## config.mk

```make
export PLATFORM = sky130hd
export DESIGN_NAME = alu_sequencer
export DESIGN_NICKNAME = d
export VERILOG_FILES = /design/src/rtl/alu_sequencer.sv
export SDC_FILE = /design/constraint.sdc
export NUM_CORES = 1
export LEC_CHECK = 0
export ABC_CLOCK_PERIOD_IN_PS = 1800
export BUFFER_PORTS_ARGS = -buffer_cell sky130_fd_sc_hd__buf_4
export CORE_MARGIN = 2
export CORE_UTILIZATION = 45
export DETAILED_ROUTE_END_ITERATION = 8
export GPL_ROUTABILITY_DRIVEN = 1
export HOLD_SLACK_MARGIN = 0.12
export PLACE_DENSITY = 0.8
export SLEW_MARGIN = 25
export SYNTH_ARGS = -nofsm -noshare
export SYNTH_HDL_FRONTEND = slang
export SYNTH_SLANG_ARGS = --single-unit
```

## constraint.sdc

```tcl
create_clock -name clk -period 1.8 [get_ports clk]
set_clock_uncertainty 0.1 [all_clocks]
set_input_delay 0.09 -clock clk [delete_from_list [all_inputs] [get_ports clk]]
set_output_delay 0.09 -clock clk [all_outputs]
set_load 0.02 [all_outputs]
```

## src/rtl/alu_sequencer.sv

```systemverilog
// ALU sequencer: accepts one command at a time and steps an external ALU.
// It holds the AC/DR registers and the status flags, and repeats single-bit
// shifts for a multi-bit shift count.
module alu_sequencer #(
  parameter int W = 16
) (
  input  logic         clk,
  input  logic         rst,
  input  logic         cmd_valid,
  output logic         cmd_ready,
  input  logic [2:0]   cmd_op,
  input  logic [3:0]   cmd_cnt,
  input  logic [W-1:0] cmd_data,
  output logic [W-1:0] alu_ac,
  output logic [W-1:0] alu_dr,
  output logic [2:0]   alu_op,
  output logic         alu_e,
  input  logic [W-1:0] alu_res,
  input  logic         alu_co,
  input  logic         alu_ovf,
  output logic [W-1:0] ac_out,
  output logic         co,
  output logic         ovf,
  output logic         n,
  output logic         z,
  output logic         done,
  output logic         err
);

  localparam logic [2:0] OP_SHR = 3'd4;
  localparam logic [2:0] OP_SHL = 3'd5;
  localparam logic [2:0] OP_CLA = 3'd6;
  localparam logic [2:0] OP_ILL = 3'd7;

  typedef enum logic [1:0] {
    IDLE = 2'd0,
    EXEC = 2'd1,
    DONE = 2'd2
  } state_t;

  state_t       state_q, state_d;
  logic [W-1:0] ac_q, ac_d;
  logic [W-1:0] dr_q, dr_d;
  logic [2:0]   op_q, op_d;
  logic [3:0]   cnt_q, cnt_d;
  logic         co_q, co_d;
  logic         ovf_q, ovf_d;
  logic         n_q, n_d;
  logic         z_q, z_d;

  logic cmd_is_shift;
  logic op_is_shift;

  assign cmd_is_shift = (cmd_op == OP_SHR) || (cmd_op == OP_SHL);
  assign op_is_shift  = (op_q == OP_SHR) || (op_q == OP_SHL);

  // Next-state and datapath: accept in IDLE, update AC/flags in EXEC, pulse in DONE.
  always_comb begin
    state_d = state_q;
    ac_d    = ac_q;
    dr_d    = dr_q;
    op_d    = op_q;
    cnt_d   = cnt_q;
    co_d    = co_q;
    ovf_d   = ovf_q;
    n_d     = n_q;
    z_d     = z_q;

    case (state_q)
      IDLE: begin
        if (cmd_valid) begin
          dr_d  = cmd_data;
          op_d  = cmd_op;
          cnt_d = cmd_cnt;
          // Illegal ops and zero-length shifts have no work to do.
          if ((cmd_op == OP_ILL) || (cmd_is_shift && (cmd_cnt == 4'd0))) begin
            state_d = DONE;
          end else begin
            state_d = EXEC;
          end
        end
      end
      EXEC: begin
        if (op_q == OP_CLA) begin
          ac_d    = '0;
          co_d    = 1'b0;
          ovf_d   = 1'b0;
          n_d     = 1'b0;
          z_d     = 1'b1;
          state_d = DONE;
        end else begin
          // N and Z come from the result itself, not from the ALU's own flags.
          ac_d  = alu_res;
          co_d  = alu_co;
          ovf_d = alu_ovf;
          n_d   = alu_res[W-1];
          z_d   = (alu_res == '0);
          if (op_is_shift) begin
            cnt_d = cnt_q - 4'd1;
            if (cnt_q == 4'd1) begin
              state_d = DONE;
            end
          end else begin
            state_d = DONE;
          end
        end
      end
      DONE: begin
        state_d = IDLE;
      end
      default: begin
        state_d = IDLE;
      end
    endcase
  end

  // State and register update; reset overrides any handshake in the same cycle.
  always_ff @(posedge clk) begin
    if (rst) begin
      state_q <= IDLE;
      ac_q    <= '0;
      dr_q    <= '0;
      op_q    <= 3'd0;
      cnt_q   <= 4'd0;
      co_q    <= 1'b0;
      ovf_q   <= 1'b0;
      n_q     <= 1'b0;
      z_q     <= 1'b1;
    end else begin
      state_q <= state_d;
      ac_q    <= ac_d;
      dr_q    <= dr_d;
      op_q    <= op_d;
      cnt_q   <= cnt_d;
      co_q    <= co_d;
      ovf_q   <= ovf_d;
      n_q     <= n_d;
      z_q     <= z_d;
    end
  end

  // Outputs decoded from the registered state only.
  always_comb begin
    cmd_ready = (state_q == IDLE);
    done      = (state_q == DONE);
    err       = (state_q == DONE) && (op_q == OP_ILL);
    alu_op    = (state_q == EXEC) ? op_q : 3'd0;
    alu_e     = (state_q == EXEC) && op_is_shift;
    alu_ac    = ac_q;
    alu_dr    = dr_q;
    ac_out    = ac_q;
    co        = co_q;
    ovf       = ovf_q;
    n         = n_q;
    z         = z_q;
  end

endmodule

```

# [Yosys cells after proc, flatten, opt, wreduce, memory -nomap -nowiden]
# Index checks and enable logic that the tools add are counted.
[classes] n_reduce_logical=13 n_mux=16 n_addsub=1 eq_ne=14
[op_table] cell="== test 3 bit (second input constant)" count=7
[op_table] cell="zero test 16 bit" count=1
[op_table] cell="2-to-1 mux 16 bit" count=1
[op_table] cell="2-to-1 mux 4 bit" count=3
[op_table] cell="2-to-1 mux 2 bit" count=5
[op_table] cell="case mux 4 bit (2 select lines)" count=1
[op_table] cell="!= test 2 bit (second input constant)" count=3
[op_table] cell="== test 4 x 1 -> 1 bit (second input constant)" count=1
[op_table] cell="zero test 4 bit" count=1
[op_table] cell="2-to-1 mux 1 bit" count=4
[op_table] cell="!= test 4 bit (second input constant)" count=1
[op_table] cell="case mux 2 bit (2 select lines)" count=1
[op_table] cell="AND reduction 2 bit" count=2
[op_table] cell="AND reduction 4 bit" count=1
[op_table] cell="subtractor 4 x 1 -> 4 bit (second input constant)" count=1
[op_table] cell="logical AND 1 bit" count=3
[op_table] cell="logical OR 1 bit" count=3
[op_table] cell="2-to-1 mux 3 bit" count=1
[op_table] cell="== test 2 x 1 -> 1 bit (second input constant)" count=1
[op_table] cell="== test 2 bit (second input constant)" count=1
[op_table] cell="zero test 2 bit" count=1
[op_table] cell="nonzero test 2 bit" count=1
[totals] output_inout_bits=59 elab_cells=53 regBits=45 input_bits=44

# [Longest topological paths before layout]
# Gate-level depths: netlist of the first run.
[logic_depth] word_depth=7 ltp_mapped=5 mapped_depth_nobuf=5

# [Worst setup path after synthesis of the first run]
# OpenSTA, ideal clock, no wires.
[synth_timing] kind="register to output" startpoint="register state_q[1]" endpoint="output err" n_path_buf=1 required_ps=1610 stages_incl_launch_ff=4 t_arrival_ps=1261 setup_slack_ps=349 path_cell_list="dfxtp_1 > buf_2 > nor2b_1 > and4_1"
[synth_between] elab_chain_cells=2
[synth_lines] item="start: declaration" line_no="41" text="state_t state_q, state_d;"
[synth_lines] item="start signal: assignment" line_no="130" text="state_q <= state_d;"
[synth_lines] item="== test 2 bit"
[synth_lines] item="via done" line_no="26" text="output logic done,"
[synth_lines] item="logical AND 1 bit" line_no="146" text="err = (state_q == DONE) && (op_q == OP_ILL);"
[synth_lines] item="end: declaration" line_no="27" text="output logic err"
# The timed path passes the listed nets, and every way through them passes these cells.

# [Final worst setup path of the first run]
[layout_timing] startpoint="register state_q[1]" endpoint="output alu_op[2]"
[layout_between] elab_chain_cells=2
[layout_lines] item="== test 2 x 1 -> 1 bit" line_no="147" text="alu_op = (state_q == EXEC) ? op_q : 3'd0;"
[layout_lines] item="2-to-1 mux 3 bit" line_no="147"
[layout_lines] item="end: declaration" line_no="16" text="output logic [2:0] alu_op,"
# No other way between the ends.

==> out/metrics.yaml, run 1 <==
dp.cells: 370
antenna_cells: 0
drive_gt1_share_pct: 33.2
maxSlewHeadroom_pct: 69.5
syn-num-nets: 291
pwr_density_cell_nw_per_um2: 799
grt_pass1_vias: 2088
postCtsSetupBuffers: 0
ant_nets: 0
final-max-slew-violation-count: 0
synth_edf_count: 0
dr.pass1.iters: 5
cp.arrival_ns: 1.51
overflow: 0
ios: 103
path_class: "register to primary output"
ys.flop_type: "dfxtp_1"
tightest_slew_ns: 0.457
via_per_inst: 5.04
r2r-end: "alu_dr[11]$_SDFFE_PP0P_"
dp_hpwl_microns: 3720
die_h_microns: 70.4
io_buffers: 102
cp_cell_sequence: "nor2b_1 > buf_4 > and2_1 > buf_4"
die-area_sq_um: 4960
path_max_fanout: 13
grt_max_degree: 46
synthCells: 245
min_from: "rst"
ys_types: 39
reg2reg_depth: 4
hold_depth: 2
clk_pin_slew_ns: 0.08
wl_per_cell_microns: 13.9
rrSetupSlack_ns: 0.26
avgSynthCellArea_sq_um: 8.10
die_w_microns: 70.4
rsz0062_at_grt: "no"
final-seq-area_sq_um: 882
holdCritPathClass: "input port to register"
area_growth_pct: 59.2
place.gp.congestion: 0.906
critPathMaxStageDelay_ns: 0.58
cts_root_buffer: "clkbuf_8"
crit_path_end_kind: "primary output"
p_leak_nw: 1.39
synth-async-reset-ratio_pct: 0
nNetsFinal: 413
grt_usage_pct: 23.7
hold_viol_final: 0
cts_tree: "built"
ys_ff_latch: 44
dr_total_vias: 2115
drt_iter0_drc: 92
ir_drop_mv: 0.590
cts_max_level: 2
min_period_ns: 1.70
rr_startpoint: "state_q[1]$_SDFFE_PP0P_"
ys_seq_area_share_pct: 44.4
nFillCells: 321
final.setup.tns_ns: 0
fp.coreArea_sq_um: 4290
netlist_area_sq_um: 1990
status: "completed"
finalCritPeriodShare_pct: 94.3
wl_microns: 5860
antenna_found_initial: 0
cts_made_buffers: 5
final_cells: 420
worstPathRequired_ns: 1.61
cts.sinks: 44
multiInputGateArea_sq_um: 873
drc_errors: 0
yosysWarnings: 0
maxCapViolCount: 0
grt_pass1_wl_microns: 9400
rows: 24
whs_endpoint: "alu_dr[0]$_SDFFE_PP0P_"
cp_slowest_cell: "dfxtp_1"
whs_ns: 0.143
fmax_mhz: 589
initial_core_util_pct: 46.2
cts_max_path_buffers: 2
finalSetupViolCount: 0
cp-start-kind: "register"
path_common_cell: "buf_4"
insertion_delay_ns: 0.29
[worst max-delay path: cells and delay by family, from the launching register on]
family | cells | cell delay (ns)
buf+inv | 2 | 0.35
simple gates | 2 | 0.28
flops | 1 | 0.58
[synthesized netlist by cell type (all sizes together), types with 3 or more instances]
library cell | count | area (sq um)
nor2 | 4 | 15.0
nand3 | 19 | 95.1
buf | 29 | 194
inv | 4 | 15.0
and2 | 3 | 18.8
nor4 | 4 | 25.0
nand2 | 59 | 221
dfxtp | 44 | 881
a21oi | 40 | 200
clkbuf | 6 | 22.5
nor3 | 4 | 20.0
[cell families after synthesis]
logic type | after synthesis | share of synthesized area (%)
compound gates | 53 | 16.0
fa+ha+maj | 2 | 1.26
buf+inv | 39 | 11.7
flops | 44 | 44.4
simple gates | 107 | 26.7
[what timing repair did]
action                                 in CTS  in global routing
gates resized for setup                     0                  1
setup endpoints to repair                   0                  3
hold buffers                               42                  0
endpoints found under the hold margin      43                  0
[final cells by class]
class	count	area share, %
multi-input cells	162	27.6
well taps	52	2.06
flip-flops and latches	44	27.9
repair buffers	150	39.0
clock inverters	1	0.238
clock buffers	7	2.73
inverters	4	0.475
[report_power, final]
part           switching, mW  total (mW)  internal [mW]
Clock                  0.320       0.632          0.312
Combinational          0.393       0.761          0.368
Sequential            0.0733        1.13           1.06
[metal layers]
| metal | share of wire [%] | track usage (%) |
|---|---|---|
| met5 | 0 | 0 |
| met4 | 1.2 | 8.33 |
| met3 | 8.5 | 5.05 |
| met2 | 50 | 41.6 |
| met1 | 41 | 28.3 |
[worst max path at each step]
stage,slack (ns),startpoint,end
after floorplan,0.35,state_q[1]$_SDFFE_PP0P_,err
after global placement,0.34,state_q[1]$_SDFFE_PP0P_,cnt_q[1]$_SDFFE_PP0P_
after detailed placement,0.27,state_q[0]$_SDFFE_PP0P_,op_q[1]$_SDFFE_PP0P_
after CTS,0.08,state_q[0]$_SDFFE_PP0P_,alu_op[2]
after global routing,0.02,state_q[1]$_SDFFE_PP0P_,alu_op[2]
final,0.10,state_q[1]$_SDFFE_PP0P_,alu_op[2]
[registers in the layout, summed over array words and instances, names as in the netlist]
name	cells
ac_out	16
alu_dr	16
cnt_q	4
op_q	3
state_q	2
co	1
ovf	1
z	1
[metrics by stage]
stage / area (sq um) / worst slack (ns) / total power [mW] / util, %
floorplan: 1990 / 0.349 / 1.57 / -
global placement: 2650 / 0.338 / 1.82 / 61.6
detailed placement: 2650 / 0.274 / 1.83 / 61.6
CTS: 3160 / 0.0768 / 2.54 / 73.6
global route: 3160 / 0.0190 / 2.66 / 73.6
finish: 3160 / 0.103 / 2.52 / 73.6
[cells in the final DEF, fill, tap and decap left out, types with 3 or more instances in the layout]
master / count
a21oi_1: 40
and2_1: 3
buf_4: 108
clkbuf_8: 6
dfxtp_1: 43
dlygate4sd3_1: 42
inv_1: 3
nand2_1: 59
nand3_1: 19
nor2_1: 4
nor3_1: 4
nor4_1: 4
No activity file was read; power rests on OpenSTA's default activity.
==> run 2: changes to the inputs <==
MAX_ROUTING_LAYER = met4   (was not set)
==> out/metrics.yaml, run 2 (synthesis results as in run 1) <==
finalSetupViolCount: 0  # unchanged
postLayoutCoreUtil_pct: 73.6  # unchanged
io_buffers: 102  # unchanged
drc_errors: 0  # unchanged
die-area_sq_um: 4960  # unchanged
dp_hpwl_microns: 3720  # unchanged
worstPathRequired_ns: 1.61  # about the same
status: "completed"  # unchanged
cts_max_level: 2  # unchanged
grt_pass1_wl_microns: 9410  # was 9400 microns
path_max_fanout: 13  # unchanged
cts_max_path_buffers: 2  # unchanged
crit_path_end_kind: "primary output"  # unchanged
dr.pass1.iters: 4  # was 5
cp-start-kind: "register"  # unchanged
startpoint: "state_q[1]$_SDFFE_PP0P_"  # unchanged
nNetsFinal: 413  # unchanged
via_per_inst: 5.08  # was 5.04
tightest_slew_ns: 0.480  # was 0.457 ns
fmax_mhz: 587  # was 589 MHz
overflow: 0  # unchanged
cts_root_buffer: "clkbuf_8"  # unchanged
finalCritPeriodShare_pct: 94.7  # was 94.3%
post-place-ws_ns: 0.274  # unchanged
rr_startpoint: "state_q[1]$_SDFFE_PP0P_"  # unchanged
layout_setup_ws_ns: 0.0959  # was 0.103 ns
fp.coreArea_sq_um: 4290  # unchanged
cts_tree: "built"  # unchanged
cp.arrival_ns: 1.51  # about the same
drive_gt1_share_pct: 33.2  # unchanged
dr_total_vias: 2133  # was 2115
drt_iter0_drc: 110  # was 92
hold_viol_final: 0  # unchanged
min_from: "rst"  # unchanged
final-max-slew-violation-count: 0  # unchanged
nFillCells: 321  # unchanged
path_class: "register to primary output"  # unchanged
antenna_found_initial: 0  # unchanged
rows: 24  # unchanged
p_leak_nw: 1.39  # unchanged
maxCapViolCount: 0  # unchanged
clk_pin_slew_ns: 0.08  # about the same
die_w_microns: 70.4  # unchanged
antenna_cells: 0  # unchanged
rrSetupSlack_ns: 0.25  # was 0.26 ns
final.setup.tns_ns: 0  # unchanged
pwr_density_cell_nw_per_um2: 800  # was 799 nW/um^2
insertion_delay_ns: 0.30  # was 0.29 ns
final_cell_mix: "buf_4, nand2_1, dfxtp_1"  # unchanged
holdCritPathClass: "input port to register"  # unchanged
grt_pass1_vias: 2091  # was 2088
ios: 103  # unchanged
die_h_microns: 70.4  # unchanged
area_growth_pct: 59.2  # unchanged
min_period_ns: 1.70  # about the same
whs_ns: 0.143  # about the same
postCtsSetupBuffers: 0  # unchanged
wl_per_cell_microns: 14.0  # was 13.9 microns
grt_max_degree: 46  # unchanged
maxSlewHeadroom_pct: 68.0  # was 69.5%
ir_drop_mv: 0.591  # was 0.590 mV
ant_nets: 0  # unchanged
cts.sinks: 44  # unchanged
grt_usage_pct: 24.4  # was 23.7%
final_common_cell: "buf_4"  # unchanged
place.gp.congestion: 0.921  # was 0.906
cts_made_buffers: 5  # unchanged
wl_microns: 5880  # was 5860 microns
initial_core_util_pct: 46.2  # unchanged
rsz0062_at_grt: "no"  # unchanged
-- run 2: cell counts in the layout (fill, tap and decap cells not counted) --
No cell type changed its count.
-- run 2: per-layer routing --
layer  track usage (%)  share of wire [%]  wire (microns)
met5                 -                  0               0
met4              8.33                1.7              98
met3              4.33                8.1             474
met2              41.7                 48            2840
met1              28.8                 42            2460
-- run 2: layout make-up --
class | instances | area (sq um) | area share (%)
Clock buffer | 7 | 86.3 | 2.73
Clock inverter | 1 | 7.51 | 0.238
Timing Repair Buffer | 150 | 1230 | 39.0
Tap cell | 52 | 65.1 | 2.06
Sequential cell | 44 | 882 | 27.9
Inverter | 4 | 15.0 | 0.475
Multi-Input combinational cell | 162 | 873 | 27.6
-- run 2: path summary, 6_finish.rpt --
check | to | cells after the start
worst max register to register | alu_dr[11]$_SDFFE_PP0P_ | 4
worst max-delay path | alu_op[2] | 4
worst min register to register | alu_dr[15]$_SDFFE_PP0P_ | 2
worst min-delay path | alu_dr[0]$_SDFFE_PP0P_ | 2
-- run 2: critical path: stages, from the launching register on --
cell and delay, ns:
dfxtp_1 0.58, nor2b_1 0.11, buf_4 0.20, and2_1 0.17, buf_4 0.15
-- run 2: power by group --
group / total [mW] / switching [mW] / internal, mW
combinational: 0.761 / 0.393 / 0.368
sequential: 1.13 / 0.0731 / 1.06
clock: 0.636 / 0.325 / 0.312
-- run 2: stage by stage --
stage	instance area (sq um)	total power, mW	std cells
after CTS	3160	2.54	420
after floorplan	1990	1.57	245
after global routing	3160	2.66	420
after global placement	2650	1.82	370
final	3160	2.53	420
after detailed placement	2650	1.83	370
-- run 2: timing repair --
item,4_1_cts,5_1_grt
gates resized for setup,0,1
endpoints found under the setup margin,0,3
hold endpoints to repair,43,0
hold buffers,42,0
==> run 3: changes to the inputs <==
SETUP_SLACK_MARGIN = 0.15   (was not set)
==> out/metrics.yaml, run 3 (synthesis results as in run 1) <==
tightest_slew_ns: 0.469  # was 0.480 ns
pwr_density_cell_nw_per_um2: 799  # was 800 nW/um^2
cp_slowest_cell: "dfxtp_4"  # was dfxtp_1
grt_pass1_vias: 2089  # was 2091
dp.cells: 370  # unchanged
final.setup.tns_ns: 0  # unchanged
path_max_fanout: 13  # unchanged
initial_core_util_pct: 46.2  # unchanged
holdCritPathClass: "input port to register"  # unchanged
crit_path_end_kind: "primary output"  # unchanged
final_common_cell: "buf_4"  # unchanged
antenna_found_initial: 0  # unchanged
cp.arrival_ns: 1.37  # was 1.51 ns
rows: 24  # unchanged
final_cells: 420  # unchanged
clk_pin_slew_ns: 0.08  # about the same
hold_depth: 2  # unchanged
cts_max_path_buffers: 2  # unchanged
place.gp.congestion: 0.921  # unchanged
antenna_cells: 0  # unchanged
die_w_microns: 70.4  # unchanged
maxCapViolCount: 0  # unchanged
status: "completed"  # unchanged
drive_gt1_share_pct: 33.4  # was 33.2%
reg2reg_depth: 5  # was 4
grt_usage_pct: 24.4  # unchanged
cts.sinks: 44  # unchanged
cts_root_buffer: "clkbuf_8"  # unchanged
postLayoutCoreUtil_pct: 73.8  # was 73.6%
p_leak_nw: 1.39  # about the same
cts_max_level: 2  # unchanged
worstPathRequired_ns: 1.61  # about the same
postCtsSetupBuffers: 0  # unchanged
die_h_microns: 70.4  # unchanged
die-area_sq_um: 4960  # unchanged
drt_iter0_drc: 105  # was 110
wl_per_cell_microns: 14.0  # about the same
finalSetupViolCount: 0  # unchanged
path_class: "register to primary output"  # unchanged
power.share.switching_pct: 31.2  # was 31.3%
fp.coreArea_sq_um: 4290  # unchanged
cp_cell_sequence: "nor2b_1 > buf_6 > and2_1 > buf_4"  # was nor2b_1 > buf_4 > and2_1 > buf_4
nNetsFinal: 413  # unchanged
wl_microns: 5870  # was 5880 microns
hold_viol_final: 0  # unchanged
io_buffers: 102  # unchanged
grt_pass1_wl_microns: 9420  # was 9410 microns
dp_hpwl_microns: 3720  # unchanged
drc_errors: 0  # unchanged
via_per_inst: 5.05  # was 5.08
final_cell_mix: "buf_4, nand2_1, dfxtp_1, dlygate4sd3_1, a21oi_1"  # was buf_4, nand2_1, dfxtp_1
min_period_ns: 1.56  # was 1.70 ns
power_frac_seq_pct: 44.7  # about the same
dr_total_vias: 2123  # was 2133
cp-start-kind: "register"  # unchanged
insertion_delay_ns: 0.29  # was 0.30 ns
grt_max_degree: 46  # unchanged
ant_nets: 0  # unchanged
cts_tree: "built"  # unchanged
rsz0062_at_grt: "no"  # unchanged
internal_power_mw: 1.74  # about the same
ios: 103  # unchanged
ir_drop_mv: 0.594  # was 0.591 mV
final-max-slew-violation-count: 0  # unchanged
area_growth_pct: 59.5  # was 59.2%
clkPwrFrac_pct: 25.1  # was 25.2%
cts_made_buffers: 5  # unchanged
overflow: 0  # unchanged
combPwrFrac_pct: 30.1  # about the same
dr.pass1.iters: 4  # unchanged
finalPower_mw: 2.53  # about the same
critPathMaxStageDelay_ns: 0.40  # was 0.58 ns
finalCritPeriodShare_pct: 86.5  # was 94.7%
fmax_mhz: 642  # was 587 MHz
maxSlewHeadroom_pct: 68.7  # was 68.0%
p_sw_mw: 0.791  # about the same
==> run 3: power groups by stage <==
| stage | Sequential [mW] | Combinational, mW | Clock, mW |
|---|---|---|---|
| after floorplan | 1.21 | 0.366 | 0 |
| final | 1.13 | 0.763 | 0.636 |
| after CTS | 1.13 | 0.754 | 0.653 |
| after detailed placement | 1.15 | 0.680 | 0 |
| after global placement | 1.15 | 0.672 | 0 |
| after global routing | 1.15 | 0.824 | 0.694 |
==> run 3: cell type report <==
type / instances / area (sq um)
flip-flops and latches: 44 / 886
repair buffers: 150 / 1230
well taps: 52 / 65.1
clock inverters: 1 / 7.51
inverters: 4 / 15.0
multi-input cells: 162 / 873
fillers: 320 / 1130
clock buffers: 7 / 86.3
==> run 3: stage by stage <==
step | instance area [sq um] | hold WS [ns] | setup WS, ns
2_1_floorplan | 1990 | 0.126 | 0.349
3_3_place_gp | 2650 | 0.240 | 0.338
3_5_place_dp | 2650 | 0.247 | 0.274
4_1_cts | 3160 | 0.137 | 0.183
5_1_grt | 3170 | 0.164 | 0.154
6_report | 3170 | 0.144 | 0.242
==> run 3: routing by layer <==
| metal | GRT usage [%] | share of wire (%) |
|---|---|---|
| met5 | - | 0 |
| met4 | 8.33 | 1.5 |
| met3 | 4.33 | 8.1 |
| met2 | 41.6 | 49 |
| met1 | 28.9 | 41 |
==> run 3: repair_timing <==
item,4_1_cts,5_1_grt
hold buffers,42,0
pin swaps,0,0
hold endpoints to repair,43,0
setup endpoints to repair,4,3
gates resized for setup,2,2
==> run 3: final timing paths <==
kind / from / endpoint / slack [ns]
max: state_q[0]$_SDFFE_PP0P_ / alu_op[2] / 0.24
min: rst / alu_dr[0]$_SDFFE_PP0P_ / 0.14
max reg2reg: state_q[0]$_SDFFE_PP0P_ / alu_dr[11]$_SDFFE_PP0P_ / 0.28
min reg2reg: alu_dr[15]$_SDFFE_PP0P_ / alu_dr[15]$_SDFFE_PP0P_ / 0.36
==> run 3: critical path, delay by kind of cell, from the launching register on <==
family	cells	cell delay, ns
DFF	1	0.40
and+or+nand+nor	2	0.35
buffers and inverters	2	0.32
